**src/rtl/cpu_sequencer_pkg.sv**
```systemverilog
// Shared state encodings and opcode constants for the CPU control sequencer.
package cpu_sequencer_pkg;

   localparam int OPCODE_WIDTH = 4;

   typedef enum logic [2:0] {
      S_IDLE   = 3'd0,
      S_FETCH  = 3'd1,
      S_DECODE = 3'd2,
      S_EXEC   = 3'd3,
      S_MEM    = 3'd4,
      S_WB     = 3'd5,
      S_HALT   = 3'd6
   } state_e;

   localparam logic [OPCODE_WIDTH-1:0] OP_LOAD  = 4'h1;
   localparam logic [OPCODE_WIDTH-1:0] OP_STORE = 4'h2;
   localparam logic [OPCODE_WIDTH-1:0] OP_HALT  = 4'hF;

endpackage

```
**src/rtl/seq_wait_timer.sv**
```systemverilog
// Memory-wait cycle counter: clear has priority, counts while enabled, holds at the limit.
module seq_wait_timer #(
   parameter int LIMIT = 16,
   parameter int W     = 5
) (
   input  logic clk,
   input  logic rst_n,
   input  logic i_clr,
   input  logic i_en,
   output logic o_limit
);

   logic [W-1:0] r_cnt;

   assign o_limit = (r_cnt == W'(LIMIT - 1));

   always_ff @(posedge clk) begin
      if (!rst_n)                  r_cnt <= '0;
      else if (i_clr)              r_cnt <= '0;
      else if (i_en && !o_limit)   r_cnt <= r_cnt + 1'b1;
   end

endmodule

```
**src/rtl/cpu_sequencer.sv**
```systemverilog
// Multi-cycle control FSM for the single-register CPU datapath with memory req/ack
// handshake and a bounded ack wait that halts the machine with a sticky bus error.
module cpu_sequencer
   import cpu_sequencer_pkg::*;
#(
   parameter int INSTRUCTION_WIDTH = 32,
   parameter int OPCODE_WIDTH      = cpu_sequencer_pkg::OPCODE_WIDTH,
   parameter int WAIT_LIMIT        = 16,
   parameter int WAIT_CNT_WIDTH    = 5
) (
   input  logic                         clk,
   input  logic                         rst_n,
   input  logic                         run,
   input  logic [INSTRUCTION_WIDTH-1:0] instruction,
   input  logic                         mem_ack,
   output logic                         mem_req,
   output logic                         mem_we,
   output logic                         addr_sel,
   output logic                         pc_en,
   output logic                         mar_en,
   output logic                         ir_en,
   output logic                         mdr_en,
   output logic                         rf_we,
   output logic [2:0]                   state,
   output logic                         halted,
   output logic                         bus_error
);

   localparam logic [OPCODE_WIDTH-1:0] L_LOAD  = OPCODE_WIDTH'(OP_LOAD);
   localparam logic [OPCODE_WIDTH-1:0] L_STORE = OPCODE_WIDTH'(OP_STORE);
   localparam logic [OPCODE_WIDTH-1:0] L_HALT  = OPCODE_WIDTH'(OP_HALT);

   state_e                                      r_state;
   state_e                                      w_next;
   state_e                                      w_boundary;
   logic                                        r_bus_error;
   logic                                        w_timeout;
   logic                                        w_limit;
   logic                                        w_wait_clr;
   logic                                        w_wait_en;
   logic                                        w_in_mem_phase;
   logic [OPCODE_WIDTH-1:0]                     w_opcode;
   logic                                        w_is_load;
   logic                                        w_is_store;
   logic [INSTRUCTION_WIDTH-OPCODE_WIDTH-1:0]   w_unused_operand;

   assign w_opcode         = instruction[INSTRUCTION_WIDTH-1 -: OPCODE_WIDTH];
   assign w_unused_operand = instruction[INSTRUCTION_WIDTH-OPCODE_WIDTH-1:0];
   assign w_is_load        = (w_opcode == L_LOAD);
   assign w_is_store       = (w_opcode == L_STORE);
   assign w_boundary       = run ? S_FETCH : S_IDLE;
   assign w_in_mem_phase   = (r_state == S_FETCH) || (r_state == S_MEM);

   // Counter restarts whenever a handshake state is freshly entered (incl. MEM -> FETCH).
   assign w_wait_clr = (w_next != r_state) && ((w_next == S_FETCH) || (w_next == S_MEM));
   assign w_wait_en  = w_in_mem_phase && !mem_ack;

   seq_wait_timer #(
      .LIMIT (WAIT_LIMIT),
      .W     (WAIT_CNT_WIDTH)
   ) u_wait_timer (
      .clk     (clk),
      .rst_n   (rst_n),
      .i_clr   (w_wait_clr),
      .i_en    (w_wait_en),
      .o_limit (w_limit)
   );

   always_comb begin
      w_next    = r_state;
      w_timeout = 1'b0;
      case (r_state)
         S_IDLE:   if (run) w_next = S_FETCH;
         S_FETCH: begin
            if (mem_ack)      w_next = S_DECODE;
            else if (w_limit) begin
               w_next    = S_HALT;
               w_timeout = 1'b1;
            end
         end
         S_DECODE: begin
            if (w_opcode == L_HALT)           w_next = S_HALT;
            else if (w_is_load || w_is_store) w_next = S_MEM;
            else                              w_next = S_EXEC;
         end
         S_EXEC:   w_next = w_boundary;
         S_MEM: begin
            if (mem_ack)      w_next = w_is_load ? S_WB : w_boundary;
            else if (w_limit) begin
               w_next    = S_HALT;
               w_timeout = 1'b1;
            end
         end
         S_WB:     w_next = w_boundary;
         S_HALT:   w_next = S_HALT;
         default:  w_next = S_IDLE;
      endcase
   end

   always_ff @(posedge clk) begin
      if (!rst_n) begin
         r_state     <= S_IDLE;
         r_bus_error <= 1'b0;
      end else begin
         r_state <= w_next;
         if (w_timeout) r_bus_error <= 1'b1;
      end
   end

   // Capture strobes are gated by ack so the target register loads on the ack edge.
   assign mem_req   = w_in_mem_phase;
   assign addr_sel  = (r_state == S_MEM);
   assign mem_we    = (r_state == S_MEM) && w_is_store;
   assign pc_en     = (r_state == S_FETCH) && mem_ack;
   assign ir_en     = (r_state == S_FETCH) && mem_ack;
   assign mar_en    = (r_state == S_DECODE) && (w_is_load || w_is_store);
   assign mdr_en    = (r_state == S_MEM) && mem_ack && w_is_load;
   assign rf_we     = (r_state == S_EXEC) || (r_state == S_WB);
   assign halted    = (r_state == S_HALT);
   assign bus_error = r_bus_error;
   assign state     = r_state;

endmodule

```
**config.mk**
```make
export PLATFORM = sky130hd
export DESIGN_NAME = cpu_sequencer
export DESIGN_NICKNAME = d
export VERILOG_FILES = /design/src/rtl/cpu_sequencer_pkg.sv /design/src/rtl/seq_wait_timer.sv /design/src/rtl/cpu_sequencer.sv
export SDC_FILE = /design/constraint.sdc
export NUM_CORES = 1
export LEC_CHECK = 0
export ABC_AREA = 1
export BUFFER_PORTS_ARGS = -buffer_cell sky130_fd_sc_hd__buf_2
export CAP_MARGIN = 20
export CORE_UTILIZATION = 35
export CTS_CLUSTER_SIZE = 14
export DETAILED_ROUTE_END_ITERATION = 16
export PLACE_DENSITY = 0.71
export SLEW_MARGIN = 20
export SYNTH_ARGS = -nofsm -noshare
export SYNTH_HDL_FRONTEND = slang
export SYNTH_SLANG_ARGS = --single-unit
```
**constraint.sdc**
```tcl
create_clock -name clk -period 2.5 [get_ports clk]
set_clock_uncertainty 0.05 [all_clocks]
set_input_delay 0.125 -clock clk [delete_from_list [all_inputs] [get_ports clk]]
set_output_delay 0.125 -clock clk [all_outputs]
set_load 0.03 [all_outputs]
```
### Yosys cells after proc, flatten, opt, wreduce, memory -nomap -nowiden

Cells that the tools add are included.

| word-level totals | value |
|---|---|
| register bits | 9 |
| logic and storage cells | 48 |
| output and inout bits | 13 |
| bits of input ports | 36 |

| operators by class | value |
|---|---|
| bitwise operators | 1 |
| reduce and logical (&&, ||, !) cells | 18 |
| mux-type cells | 12 |
| $add $sub $neg | 1 |
| equality and inequality tests | 13 |

Operator list:

| operator | count |
|---|---|
| 2-to-1 mux 3 bit | 7 |
| case mux 3 bit (6 select lines) | 1 |
| == test 3 bit, second input constant | 4 |
| logical AND 1 bit | 8 |
| == test 3 x 1 -> 1 bit, second input constant | 2 |
| == test 3 x 2 -> 1 bit, second input constant | 2 |
| OR reduction 2 bit | 3 |
| adder 5 x 1 -> 5 bit, second input constant | 1 |
| == test 5 x 4 -> 1 bit, second input constant | 1 |
| == test 4 x 1 -> 1 bit, second input constant | 1 |
| == test 4 x 2 -> 1 bit, second input constant | 1 |
| == test 4 bit, second input constant | 1 |
| logical OR 1 bit | 4 |
| 2-to-1 mux 1 bit | 4 |
| logical NOT 3 bit | 1 |
| inequality test 3 bit | 1 |
| logical NOT 1 bit | 2 |
| NOT 1 bit | 1 |

### Depth between registers and ports, before layout

| logic depth | value |
|---|---|
| depth after elaboration | 9 |
| mapped depth | 14 |
| gate-level depth less buffers | 14 |

### Modules after synthesis

From an unflattened synthesis, not the netlist that was laid out.

| unflattened totals | value |
|---|---|
| cells, all modules | 110 |
| area, all modules | 696.9 sq um |

By module, submodules not included:

| module | cells each | area each (sq um) | times used |
|---|---|---|---|
| cpu_sequencer | 73 | 430.4 | 1 |
| seq_wait_timer | 37 | 266.5 | 1 |

### Worst setup path after synthesis

No wires, ideal clock.

| timing path | value |
|---|---|
| path type | reg2out |
| start point | register r_state[1], in the netlist state[1] |
| end point | output mar_en |
| cell stages (with the launch flop) | 4 |
| arrival | 1.609 ns |
| required time | 2.325 ns |
| path slack | 0.716 ns |
| path buffers | 0 |
| path through | dfxtp_1 nand2_1 nor2_1 a21boi_0 |

| on the way | value |
|---|---|
| cells in the longest elaborated chain, start to end | 2 |

RTL lines:

| item | RTL line | source |
|---|---|---|
| start: declaration | cpu_sequencer.sv:33 | `state_e r_state;` |
| start signal: assignment | cpu_sequencer.sv:105 | `r_state <= w_next;` |
| == test 3 x 2 -> 1 bit | cpu_sequencer.sv:116 | `assign mar_en = (r_state == S_DECODE) && (w_is_load \|\| w_is_store);` |
| logical AND 1 bit | cpu_sequencer.sv:116 |  |
| end: declaration | cpu_sequencer.sv:20 | `output logic mar_en,` |

No other way between the ends.

### Worst setup path in the final report

| timing path | value |
|---|---|
| start point | register u_wait_timer.r_cnt[0] |
| end point | register u_wait_timer.r_cnt[0] |

| on the way | value |
|---|---|
| cells in the longest elaborated chain, start to end | 8 |
| elaborated cells on any way between the ends | 14 |

RTL lines:

| item | RTL line | source |
|---|---|---|
| start: declaration | seq_wait_timer.sv:13 | `logic [W-1:0] r_cnt;` |
| start signal: assignment | seq_wait_timer.sv:20 | `else if (i_en && !o_limit) r_cnt <= r_cnt + 1'b1;` |
| == test 5 x 4 -> 1 bit | seq_wait_timer.sv:15 | `assign o_limit = (r_cnt == W'(LIMIT - 1));` |
| 2-to-1 mux 3 bit | cpu_sequencer.sv:76, cpu_sequencer.sv:89 |  |
| 2-to-1 mux 3 bit (on tied branches) | cpu_sequencer.sv:88, cpu_sequencer.sv:75 |  |
| case mux 3 bit (6 select lines) | cpu_sequencer.sv:72 | `case (r_state)` |
| == test 3 x 1 -> 1 bit or == test 3 bit (tied branches) | cpu_sequencer.sv:55 | `assign w_wait_clr = (w_next != r_state) && ((w_next == S_FETCH) \|\| (w_next == S_MEM));` |
| logical OR 1 bit | cpu_sequencer.sv:55 |  |
| logical AND 1 bit | cpu_sequencer.sv:55 |  |
| OR reduction 2 bit (no source line) | - |  |

Parallel ways exist; a longest one is shown, timed or not.
A chain may end at the register's enable or synchronous reset.

==> key figures <==
Status
  – Status: completed

Logic synthesis
  – Flops & latches, synth: 9
  – Synth top area cells: dfxtp_1 27%, nand2_1 14%, inv_1 11%
  – Netlist cell types: 22
  – Post-synthesis xor/xnor area fraction: 0.0389
  – Share of the synthesized area in the top cell type: 0.267
  – Post-synthesis adder-cell area fraction: 0.0370
  – Register area share after synthesis: 0.267
  – Synth Net Count: 143
  – Mapped Avg Cell Area: 6.43 um^2
  – Synth area leader: dfxtp_1
  – Multiplexer share of the synthesized area: 0.0167
  – Cells after Synth: 105
  – Post-Syn Area: 676 um^2
  – Synth Warn #: 0
  – Post-Synth Simple-Gate Area: 0.457
  – Synth Area in Compound Gates: 0.0611
  – Largest family of logic cells by synthesized area: simple AND/OR/NAND/NOR gates

STA
  – Setup repair after global routing missed its margin: false
  – Final hold violations: 0
  – Crit share post-route: 0.760
  – FMAX: 0.526 GHz
  – Final Worst Setup Slack: 0.601 ns
  – Tmin final: 1.90 ns
  – Setup TNS: 0 ns
  – Pins Over Slew Limit: 0
  – Final hold slack: 0.0638 ns
  – Setup violations, final: 0
  – Worst Max-Slew Pin Slew: 0.293 ns
  – Worst relative slew slack: 0.805

Critical path
  – Buf/Inv on CP: 2
  – Critical Path Slowest Stage Cell: dfxtp_1
  – CP peak stage delay: 0.33 ns
  – Data required, critical path: 2.61 ns
  – Max FO, Critical Path: 5
  – Worst path arrival time: 2.01 ns
  – CP delay by family, top: simple AND/OR/NAND/NOR gates
  – CP Class: reg2reg
  – Most common cell on crit path: nand2_1
  – Crit-path cells: ha_1, inv_1, nor2_1, ha_1, nor2_1, a21oi_1, nand2_1, nand2_1, nand3_2, nor2_1, nand2_1, nand3_2, nand2_1, inv_1
  – CP Launch Type: flop
  – CP endpoint kind: flop

Routing
  – DR DRC count: 0
  – Vias: 725
  – Final wirelength: 1.46 mm
  – Post-DRT Antenna Nets: 0
  – Met3 routed WL: 38 um
  – Drt initial violations: 6
  – Top Metal Used: met4
  – Wire length on met2: 733 um
  – Post-Route M1 WL: 662 um
  – Vias per inst: 4.74
  – First-pass iteration count of the detailed router: 4
  – Avg WL per Cell: 9.56 um

Final layout
  – Nets: 167
  – Diodes inserted: 0
  – Final core utilization: 0.468
  – Commonest non-fill, non-tap cell in the layout: nand2_1
  – Design Area, Final: 826 um^2
  – Area growth from synthesis to layout: 22.2%
  – Most frequent cells in the layout: 26 x nand2_1, 20 x buf_2, 19 x inv_1
  – Post-Layout Cell Count: 153
  – Share of cells above drive strength 1: 0.281

Clock network
  – Clock Latency Late Sink: 0.26 ns
  – Clk sinks: 9
  – Reg clk slew, reported paths: 0.06 ns
  – Clock Tree Buf Depth: 2
  – # resized after CTS: 0
  – CTS tree: done
  – Post-CTS Setup Repair Bufs: 0
  – CTS Root Buffer Type: clkbuf_4
  – # hold bufs at CTS: 0
  – CTS Buf Count: 3
  – H-tree depth: 1

Min path
  – Worst min path class: in2reg

Placement
  – DP Worst Slack: 0.580 ns
  – Hpwl dp: 1.20 mm
  – Post-placement cell count: 149
  – Final GP Congestion: 0.883
  – Dpl cell area: 800 um^2
  – Port Buffers: 20

Floorplan
  – I/O Pins: 49
  – Die height: 45.9 um
  – Die area: 2110 um^2
  – Initial Util: 0.383
  – Rows: 15
  – Die W: 45.9 um
  – CORE AREA: 1760 um^2

Global route
  – Gr ovfl total: 0
  – Initial antenna violation count: 0
  – Total track usage: 0.160
  – First-pass GRT wire length: 2.44 mm
  – Largest net degree at the start of global routing: 9
  – Vias in the first global route: 635

Power and ir drop
  – PwrDens: 451 nW/um^2
  – Worst-case vdd ir drop: 0.206 mV
  – Leakage: 0.518 nW
  – Power, Total: 0.373 mW

Flow run
  – MaxCap Viol Count: 0
==> worst min-delay path, delay by kind of cell <==
| kind | cells | cell delay, ns |
|---|---|---|
| and+or+nand+nor | 1 | 0.06 |
| buffers and inverters | 2 | 0.16 |
==> registers in the layout, summed over array words and instances, names as in the netlist <==
signal and count:
u_wait_timer.r_cnt 5, state 3, bus_error 1
==> layout make-up <==
cell class                 instances  area [um^2]
inverter                          20         75.1
multi-input combinational         75          413
tap                               25         31.3
fill                             202          938
timing repair buffer              20          100
sequential                         9          180
clock buffer                       4         26.3
==> Yosys cell counts, drive strengths merged <==
cell type,number
o21ai,2
xnor2,1
nand4,2
nand2,30
a21oi,2
dfxtp,9
a21boi,1
buf,1
xor2,2
inv,20
o31ai,1
nor2,15
a31oi,1
nand3,15
mux2,1
ha,2
==> report_power, final <==
group | switching, mW | internal [mW] | leakage, nW
Sequential | 0.00930 | 0.149 | 0.0729
Clock | 0.0504 | 0.0615 | 0.0150
Combinational | 0.0683 | 0.0346 | 0.430
==> final timing paths <==
check,startpoint,slack (ns),cells past startpoint,end
min reg2reg,bus_error,0.40,2,bus_error
max reg2reg,u_wait_timer.r_cnt[0],0.60,14,u_wait_timer.r_cnt[0]
max,u_wait_timer.r_cnt[0],0.60,14,u_wait_timer.r_cnt[0]
min,rst_n,0.06,3,state[0]
==> logic make-up after synthesis <==
group	after synthesis
buffers and inverters	21
AND/OR/NAND/NOR	62
adder cells (fa/ha/maj)	2
flip-flops	9
AO/OA/AOI/OAI	7
XOR/XNOR	3
multiplexers	1
==> routing by layer <==
metal  GRT usage  vias up
li1            -      375
met3      0.0238        4
met5           0        -
met1       0.193      329
met4      0.0765        0
met2       0.273       17
Note: power is estimated with default switching activity, not from simulation.
